### src/rtl/spi_slave.sv
// SPI responder: oversamples sck/cs/mosi in the clk domain, receives one
// DATA_WIDTH word per cs-low frame and returns a preloaded word on miso.
// Ports:
//   clk, rst_n                  system clock, synchronous active-low reset
//   sck, cs, mosi               asynchronous SPI pins from the master
//   miso                        registered slave-out data
//   tx_data, tx_valid, tx_ready response word handshake (one-word holding reg)
//   rx_data, rx_valid           last complete word, one-cycle update pulse
//   busy                        synchronised cs is low and a frame is open
//   underrun                    one-cycle pulse: frame began with no tx word
module spi_slave #(
    parameter int unsigned DATA_WIDTH = 8,
    parameter int unsigned MODE       = 0,
    parameter bit          LSB_FIRST  = 1'b0
) (
    input  logic                  clk,
    input  logic                  rst_n,
    input  logic                  sck,
    input  logic                  cs,
    input  logic                  mosi,
    output logic                  miso,
    input  logic [DATA_WIDTH-1:0] tx_data,
    input  logic                  tx_valid,
    output logic                  tx_ready,
    output logic [DATA_WIDTH-1:0] rx_data,
    output logic                  rx_valid,
    output logic                  busy,
    output logic                  underrun
);

    localparam logic CPOL     = (MODE & 2) != 0;
    localparam logic CPHA     = (MODE & 1) != 0;
    localparam logic SMP_RISE = (CPOL == CPHA);
    localparam int   CW       = $clog2(DATA_WIDTH + 1);

    typedef enum logic [1:0] {IDLE, ACTIVE, DONE} state_t;

    state_t                state_q;
    logic                  sck_s1_q, sck_s2_q, sck_s3_q;
    logic                  cs_s1_q, cs_s2_q, cs_s3_q;
    logic                  mosi_s1_q, mosi_s2_q, mosi_s3_q;
    logic [1:0]            fill_q;
    logic                  armed_q;
    logic [DATA_WIDTH-1:0] hold_q;
    logic                  hold_full_q;
    logic [DATA_WIDTH-1:0] tx_sr_q;
    logic [DATA_WIDTH-1:0] rx_sr_q;
    logic [CW-1:0]         cnt_q;
    logic                  finish_q;
    logic                  miso_q;
    logic [DATA_WIDTH-1:0] rx_data_q;
    logic                  rx_valid_q;
    logic                  busy_q;
    logic                  underrun_q;

    logic                  sck_rise, sck_fall, smp_edge, shf_edge;
    logic                  cs_fall, cs_rise;
    logic [DATA_WIDTH-1:0] load_d, rx_sr_d;

    function automatic logic out_bit(input logic [DATA_WIDTH-1:0] w);
        return LSB_FIRST ? w[0] : w[DATA_WIDTH-1];
    endfunction

    function automatic logic [DATA_WIDTH-1:0] adv(
        input logic [DATA_WIDTH-1:0] w
    );
        return LSB_FIRST ? (w >> 1) : (w << 1);
    endfunction

    assign sck_rise = sck_s2_q & ~sck_s3_q;
    assign sck_fall = ~sck_s2_q & sck_s3_q;
    assign smp_edge = SMP_RISE ? sck_rise : sck_fall;
    assign shf_edge = SMP_RISE ? sck_fall : sck_rise;
    // A fall only counts once cs has genuinely been seen high since reset,
    // so a reset in the middle of a frame cannot start a bogus frame.
    assign cs_fall  = armed_q & ~cs_s2_q & cs_s3_q;
    assign cs_rise  = cs_s2_q & ~cs_s3_q;
    assign load_d   = hold_full_q ? hold_q : '0;
    assign rx_sr_d  = LSB_FIRST
                    ? {mosi_s3_q, rx_sr_q[DATA_WIDTH-1:1]}
                    : {rx_sr_q[DATA_WIDTH-2:0], mosi_s3_q};

    always_ff @(posedge clk) begin
        if (!rst_n) begin
            state_q     <= IDLE;
            sck_s1_q    <= CPOL;
            sck_s2_q    <= CPOL;
            sck_s3_q    <= CPOL;
            cs_s1_q     <= 1'b1;
            cs_s2_q     <= 1'b1;
            cs_s3_q     <= 1'b1;
            mosi_s1_q   <= 1'b0;
            mosi_s2_q   <= 1'b0;
            mosi_s3_q   <= 1'b0;
            fill_q      <= '0;
            armed_q     <= 1'b0;
            hold_q      <= '0;
            hold_full_q <= 1'b0;
            tx_sr_q     <= '0;
            rx_sr_q     <= '0;
            cnt_q       <= '0;
            finish_q    <= 1'b0;
            miso_q      <= 1'b0;
            rx_data_q   <= '0;
            rx_valid_q  <= 1'b0;
            busy_q      <= 1'b0;
            underrun_q  <= 1'b0;
        end else begin
            sck_s1_q  <= sck;
            sck_s2_q  <= sck_s1_q;
            sck_s3_q  <= sck_s2_q;
            cs_s1_q   <= cs;
            cs_s2_q   <= cs_s1_q;
            cs_s3_q   <= cs_s2_q;
            mosi_s1_q <= mosi;
            mosi_s2_q <= mosi_s1_q;
            mosi_s3_q <= mosi_s2_q;

            // Stage 3 holds a real pin sample once three clocks have passed.
            if (fill_q != 2'd3) begin
                fill_q <= fill_q + 2'd1;
            end
            if (fill_q == 2'd3 && cs_s3_q) begin
                armed_q <= 1'b1;
            end

            rx_valid_q <= 1'b0;
            underrun_q <= 1'b0;

            if (tx_valid && !hold_full_q) begin
                hold_q      <= tx_data;
                hold_full_q <= 1'b1;
            end

            if (finish_q) begin
                rx_data_q  <= rx_sr_q;
                rx_valid_q <= 1'b1;
                finish_q   <= 1'b0;
            end

            unique case (state_q)
                IDLE: begin
                    miso_q <= 1'b0;
                    cnt_q  <= '0;
                    if (cs_fall) begin
                        state_q <= ACTIVE;
                        busy_q  <= 1'b1;
                        if (hold_full_q) begin
                            hold_full_q <= 1'b0;
                        end else begin
                            underrun_q <= 1'b1;
                        end
                        // CPHA=0 presents bit 0 before the first sck edge.
                        if (CPHA) begin
                            tx_sr_q <= load_d;
                        end else begin
                            miso_q  <= out_bit(load_d);
                            tx_sr_q <= adv(load_d);
                        end
                    end
                end
                ACTIVE: begin
                    if (cs_rise) begin
                        state_q <= IDLE;
                        busy_q  <= 1'b0;
                        miso_q  <= 1'b0;
                        cnt_q   <= '0;
                    end else if (smp_edge) begin
                        rx_sr_q <= rx_sr_d;
                        cnt_q   <= cnt_q + 1'b1;
                        if (cnt_q == CW'(DATA_WIDTH - 1)) begin
                            state_q  <= DONE;
                            finish_q <= 1'b1;
                            miso_q   <= 1'b0;
                        end
                    end else if (shf_edge) begin
                        miso_q  <= out_bit(tx_sr_q);
                        tx_sr_q <= adv(tx_sr_q);
                    end
                end
                DONE: begin
                    miso_q <= 1'b0;
                    if (cs_rise) begin
                        state_q <= IDLE;
                        busy_q  <= 1'b0;
                        cnt_q   <= '0;
                    end
                end
                default: begin
                    state_q <= IDLE;
                    busy_q  <= 1'b0;
                end
            endcase
        end
    end

    assign miso     = miso_q;
    assign tx_ready = ~hold_full_q;
    assign rx_data  = rx_data_q;
    assign rx_valid = rx_valid_q;
    assign busy     = busy_q;
    assign underrun = underrun_q;

endmodule

### config.mk
export PLATFORM = sky130hd
export DESIGN_NAME = spi_slave
export DESIGN_NICKNAME = d
export VERILOG_FILES = /design/src/rtl/spi_slave.sv
export SDC_FILE = /design/constraint.sdc
export NUM_CORES = 1
export LEC_CHECK = 0
export CAP_MARGIN = 20
export CORE_MARGIN = 4
export CORE_UTILIZATION = 54
export CTS_CLUSTER_SIZE = 12
export DETAILED_ROUTE_END_ITERATION = 7
export MAX_ROUTING_LAYER = met4
export PLACE_DENSITY = 0.78
export RECOVER_POWER = 25
export SLEW_MARGIN = 30
export SYNTH_ARGS = -nofsm -noshare
export SYNTH_HDL_FRONTEND = slang
export SYNTH_SLANG_ARGS = --single-unit
export TNS_END_PERCENT = 5
### constraint.sdc
create_clock -name clk -period 2.15 [get_ports clk]
set_clock_uncertainty 0.05 [all_clocks]
set_input_delay 0.215 -clock clk [delete_from_list [all_inputs] [get_ports clk]]
set_output_delay 0.215 -clock clk [all_outputs]
set_load 0.05 [all_outputs]
== Word-level counts from Yosys, hierarchy flattened ==
Index checks and enable logic that the tools add are counted.
Cells by class
  mux-type cells: 32
  add/subtract/negate cells: 2
  equal/unequal tests: 15
  bitwise gates (word level): 14
  reductions and logical operators: 15
Operators by type and width (number)
  two-way mux 8 bit: 5
  one-hot mux 8 bit (2 select lines): 1
  two-way mux 1 bit: 14
  two-way mux 4 bit: 3
  inequality test 2 bit, second input constant: 6
  one-hot mux 4 bit (3 select lines): 1
  AND reduction 3 bit: 4
  two-way mux 2 bit: 5
  inverter 1 bit: 9
  inequality test 4 bit, second input constant: 2
  inequality test 3 bit, second input constant: 2
  one-hot mux 2 bit (3 select lines): 1
  bitwise AND 1 bit: 5
  AND reduction 5 bit: 1
  adder 4 x 1 -> 4 bit, second input constant: 1
  equality test 2 bit, second input constant: 2
  equality test 4 x 3 -> 1 bit, second input constant: 1
  AND reduction 4 bit: 1
  OR reduction 4 bit: 1
  one-hot mux 1 bit (3 select lines): 1
  nonzero test 3 bit: 1
  adder 2 x 1 -> 2 bit, second input constant: 1
  equality test 2 x 1 -> 1 bit, second input constant: 1
  logical AND 1 bit: 2
  7 further kinds: 7
Storage, ports and cells
  input port bits: 14
  output and inout bits: 13
  bits in registers: 56
  word-level logic and storage cells: 101

== Longest topological paths before layout ==
  depth in word-level cells: 6
  gate-level depth with buffers: 7
  gate-level depth less buffers: 6

== Least setup slack after synthesis ==
Ideal clock, no wire load.
  kind: reg2reg
  from: register state_q[1]
  to: register cnt_q[3]
  arrival: 1.607 ns
  cell stages (with the launch flop): 7
  slack: 0.424 ns
  period minus slack after synthesis: 1.726 ns
  cell sequence: dfxtp_1 -> inv_1 -> ha_1 -> nor2b_4 -> o21a_4 -> or4_1 -> a21oi_1
On the way
  word-level cells in the longest chain between the ends: 3
  elaborated cells on any way between the ends: 8
  classes of those cells: eq/ne (4); mux (1); reduce/logical (3)
Ends and longest elaborated chain
  start: declaration: RTL line 38  | state_t state_q;
  start signal: assignment: RTL line 85  | state_q <= IDLE;
  start signal: assignment: RTL line 146  | state_q <= ACTIVE;
  start signal: assignment: RTL line 164  | state_q <= IDLE;
  equality test 2 x 1 -> 1 bit, or another cell as far along: RTL line 141  | unique case (state_q)
  inequality test 3 bit (no line), or another cell as far along
  AND reduction 3 bit (no line)
  end signal: assignment: RTL line 170  | cnt_q <= cnt_q + 1'b1;
  end: declaration: RTL line 48  | logic [CW-1:0] cnt_q;
Parallel ways exist; a longest one is shown, timed or not.
A chain may end at the register's enable or synchronous reset.

== Final worst setup path ==
  from: register hold_full_q
  to: output tx_ready
On the way
  word-level cells in the longest chain between the ends: 1
Ends and longest elaborated chain
  start: declaration: RTL line 45  | logic hold_full_q;
  start signal: assignment: RTL line 98  | hold_full_q <= 1'b0;
  start signal: assignment: RTL line 132  | hold_full_q <= 1'b1;
  start signal: assignment: RTL line 149  | hold_full_q <= 1'b0;
  inverter 1 bit: RTL line 198  | assign tx_ready = ~hold_full_q;
  end: declaration: RTL line 24  | output logic tx_ready,
Every way passes these cells.

==> metrics.md <==
| Metric | Value |
|---|---|
| Resize count post-CTS | `0` |
| Tot Pwr | `2290 uW` |
| Worst-case vdd ir drop | `447 uV` |
| Worst path arrival time | `1.70 ns` |
| Slowest stage delay, CP | `0.72 ns` |
| Clk Latency, worst-skew pair | `0.30 ns` |
| CP max-delay cell | `clkdlybuf4s50_1` |
| Most frequent cell after synthesis | `dfxtp_1` |
| Worst-path fanout max | `11` |
| Main area contributors after synthesis | `dfxtp_1 (49%), nand2_1 (7.3%), a21oi_1 (7.1%)` |
| Final WS setup | `0.184 ns` |
| Antenna violation net count after detailed routing | `0` |
| First DRT Iteration DRCs | `82` |
| Initial antenna violation count | `0` |
| Synthesized area per cell | `8.93 um^2` |
| First-pass GRT wire length | `7470 um` |
| Worst setup EP type | `output port` |
| Layout Area Growth over Synthesis | `17.0%` |
| Placed cell area | `0.00257 mm^2` |
| Mux share of post-synthesis cell area | `4.43%` |
| Via density | `5.47` |
| Layout net count | `302` |
| Reg clk slew, reported paths | `0.09 ns` |
| Vias in the first global route | `1713` |
| Main synth FF type | `dfxtp_1` |
| Post-synthesis sequential area ratio | `48.8%` |
| DP HPWL | `3080 um` |
| Crit path max-delay family | `buffers and inverters` |
| Max cap viols | `0` |
| Worst reg2reg endpoint | `tx_sr_q[4]` |
| CP Cell Sequence | `inv_1, clkdlybuf4s50_1` |
| CP Capture Point | `tx_ready` |
| First drt pass iteration count | `4` |
| Distinct cell type count after synthesis | `34` |
| Final period utilization | `91.5%` |
| Drt drc | `0` |
| Netlist Area Pre-Place | `0.00226 mm^2` |
| Yosys top cell by area | `dfxtp_1` |
| Synth top area share | `48.8%` |
| Slew @ Worst Pin | `1.06 ns` |
| # diodes | `0` |
| Post-route cell area | `0.00264 mm^2` |
| Worst hold path type | `reg2reg` |
| Layout cells sized above 1 | `5.36%` |
| Row count | `23` |
| Synth Area in Simple Gates | `21.6%` |
| Total track usage | `18.3%` |
| Worst EP required | `1.88 ns` |
| Routed wire length per instance | `13.3 um` |
| R2R Setup Slk | `0.24 ns` |
| Path depth of the worst reg2reg path | `6` |
| Mapped Cells | `253` |
| I/O pins | `27` |
| Post-synthesis xor/xnor area fraction | `0.388%` |
| Wirelength, routed | `4390 um` |
| RSZ-0062 raised after global routing | `no` |
| Hold Buf Count CTS | `0` |
| Clock H-tree levels | `2` |
| FFs w/ async S/R, synth | `0%` |
| Yosys warning total | `0` |
| Main combinational cell family by area after synthesis | `simple AND/OR/NAND/NOR gates` |
| Syn Nets | `276` |
| Worst Path Buf+Inv | `2` |
| Die width | `72.7 um` |
| Initial Util | `56.1%` |
| Leak | `0.000912 uW` |
| Post-synth EDFFs | `0` |
| Via count | `1805` |
| Top cells by count, synth | `dfxtp_1 (55), nand2_1 (44), a21oi_1 (32)` |
| Final Setup Violations | `0` |
| Final-report hold violation count | `0` |
| CTS tree | `done` |
| Routability Congestion | `0.848` |
| Clk root buf | `clkbuf_8` |
| Worst Setup Start Kind | `register` |
| CTS Buffer Depth | `2` |
| Sink Count | `55` |
| Outcome | `finished clean` |
| Adder-cell share of the synthesized area | `4.99%` |
| Height of the die | `72.7 um` |
| Pins Over Slew Limit | `0` |
| Crit path kind | `reg2out` |
| Clock period minus worst slack | `1.97 ns` |
| DIE AREA | `0.00528 mm^2` |
| Synth Area in Compound Gates | `15.7%` |
| Largest net degree at the start of global routing | `25` |
| Reg2reg start | `state_q[1]` |
| Number of setup buffers added after CTS | `0` |
| GRT Residual Overflow | `0` |
| # port buffers | `26` |
| Cts bufs inserted | `5` |
| Crit. path cell count | `2` |
| Slew HR | `29.4%` |
| Setup TNS | `0 ns` |
| Fmax achieved | `509 MHz` |
| Core outline area | `0.00403 mm^2` |
| Yosys reg bits | `55` |
| DP Worst Slack | `0.300 ns` |
| PD cells | `865 mW/mm^2` |
| Crit path from | `hold_full_q` |
layer usage:
| metal | routed length [um] | track usage [%] | share of wire (%) | up-vias |
|---|---|---|---|---|
| met2 | 2020 | 29.6 | 46 | 35 |
| met4 | 71 | 6.35 | 1.6 | 0 |
| met1 | 2120 | 22.4 | 48 | 838 |
| met3 | 190 | 4.27 | 4.3 | 8 |
| li1 | - | - | - | 924 |
| met5 | 0 | - | 0 | - |
registers in the layout, summed over array words and instances, names as in the netlist:
register / cells
hold_q: 8
rx_data: 8
rx_sr_q: 8
tx_sr_q: 7
cnt_q: 4
fill_q: 2
state_q: 2
armed_q: 1
busy: 1
cs_s1_q: 1
cs_s2_q: 1
cs_s3_q: 1
finish_q: 1
hold_full_q: 1
miso: 1
mosi_s1_q: 1
mosi_s2_q: 1
mosi_s3_q: 1
rx_valid: 1
sck_s1_q: 1
sck_s2_q: 1
sck_s3_q: 1
underrun: 1
placed cells by master, fill, tap and decap left out, types with 2 or more instances in the layout:
cell type / instances
clkbuf_1: 4
nand2b_1: 5
dfxtp_1: 55
buf_4: 2
clkdlybuf4s50_1: 25
nor2_1: 21
nor2b_1: 2
mux2i_1: 10
a21oi_1: 32
nand4_1: 2
nor3_1: 3
and2_1: 6
o21ai_0: 5
inv_1: 8
nand3b_1: 2
clkbuf_8: 6
a311oi_1: 7
ha_1: 9
nand2_1: 44
o31ai_1: 3
nand3_1: 9
or4_1: 3
cell type report:
| type | instances | area, um^2 |
|---|---|---|
| Multi-Input combinational cell | 177 | 1060 |
| Inverter | 9 | 33.8 |
| Timing Repair Buffer | 31 | 287 |
| Sequential cell | 55 | 1100 |
| Clock buffer | 7 | 86.3 |
| Clock inverter | 1 | 8.76 |
| Fill cell | 361 | 1390 |
| Tap cell | 50 | 62.6 |
metrics by stage:
stage	std cells	utilization, %	hold slack [ns]
4_1_cts	330	66.2	0.372
2_1_floorplan	253	-	0.238
3_5_place_dp	322	63.8	0.349
3_3_place_gp	322	63.8	0.348
6_report	330	65.6	0.368
5_1_grt	330	65.6	0.398
report_power, final:
part | internal (uW) | total [uW] | leakage [uW] | switching (uW)
Sequential | 1100 | 1160 | 0.000447 | 55.3
Clock | 265 | 593 | 0.0000484 | 328
Combinational | 225 | 538 | 0.000416 | 313
worst min path at each step:
stage	cells past startpoint	startpoint	slack (ns)	to
floorplan	1	rst_n	0.24	cs_s1_q
global placement	1	cs_s1_q	0.35	cs_s2_q
detailed placement	1	cs_s1_q	0.35	cs_s2_q
CTS	1	cs_s1_q	0.37	cs_s2_q
global route	1	cs_s1_q	0.40	cs_s2_q
finish	1	cs_s1_q	0.37	cs_s2_q
worst reg2reg max path, delay by kind of cell (launching register included):
| kind | cells | cell delay, ns |
|---|---|---|
| compound gates | 3 | 0.83 |
| fa+ha+maj | 1 | 0.27 |
| buf+inv | 2 | 0.31 |
| flops | 1 | 0.37 |
kinds of logic (layout without fill, tap and decap cells):
kind of cell / Yosys count / count (layout)
and+or+nand+nor: 103 / 103
DFF: 55 / 55
AOI/OAI and AO/OA: 54 / 54
buffers and inverters: 21 / 48
muxes: 10 / 10
adders and majority gates: 9 / 9
xor gates and xnor gates: 1 / 1
(Power assumes the default switching activity.)
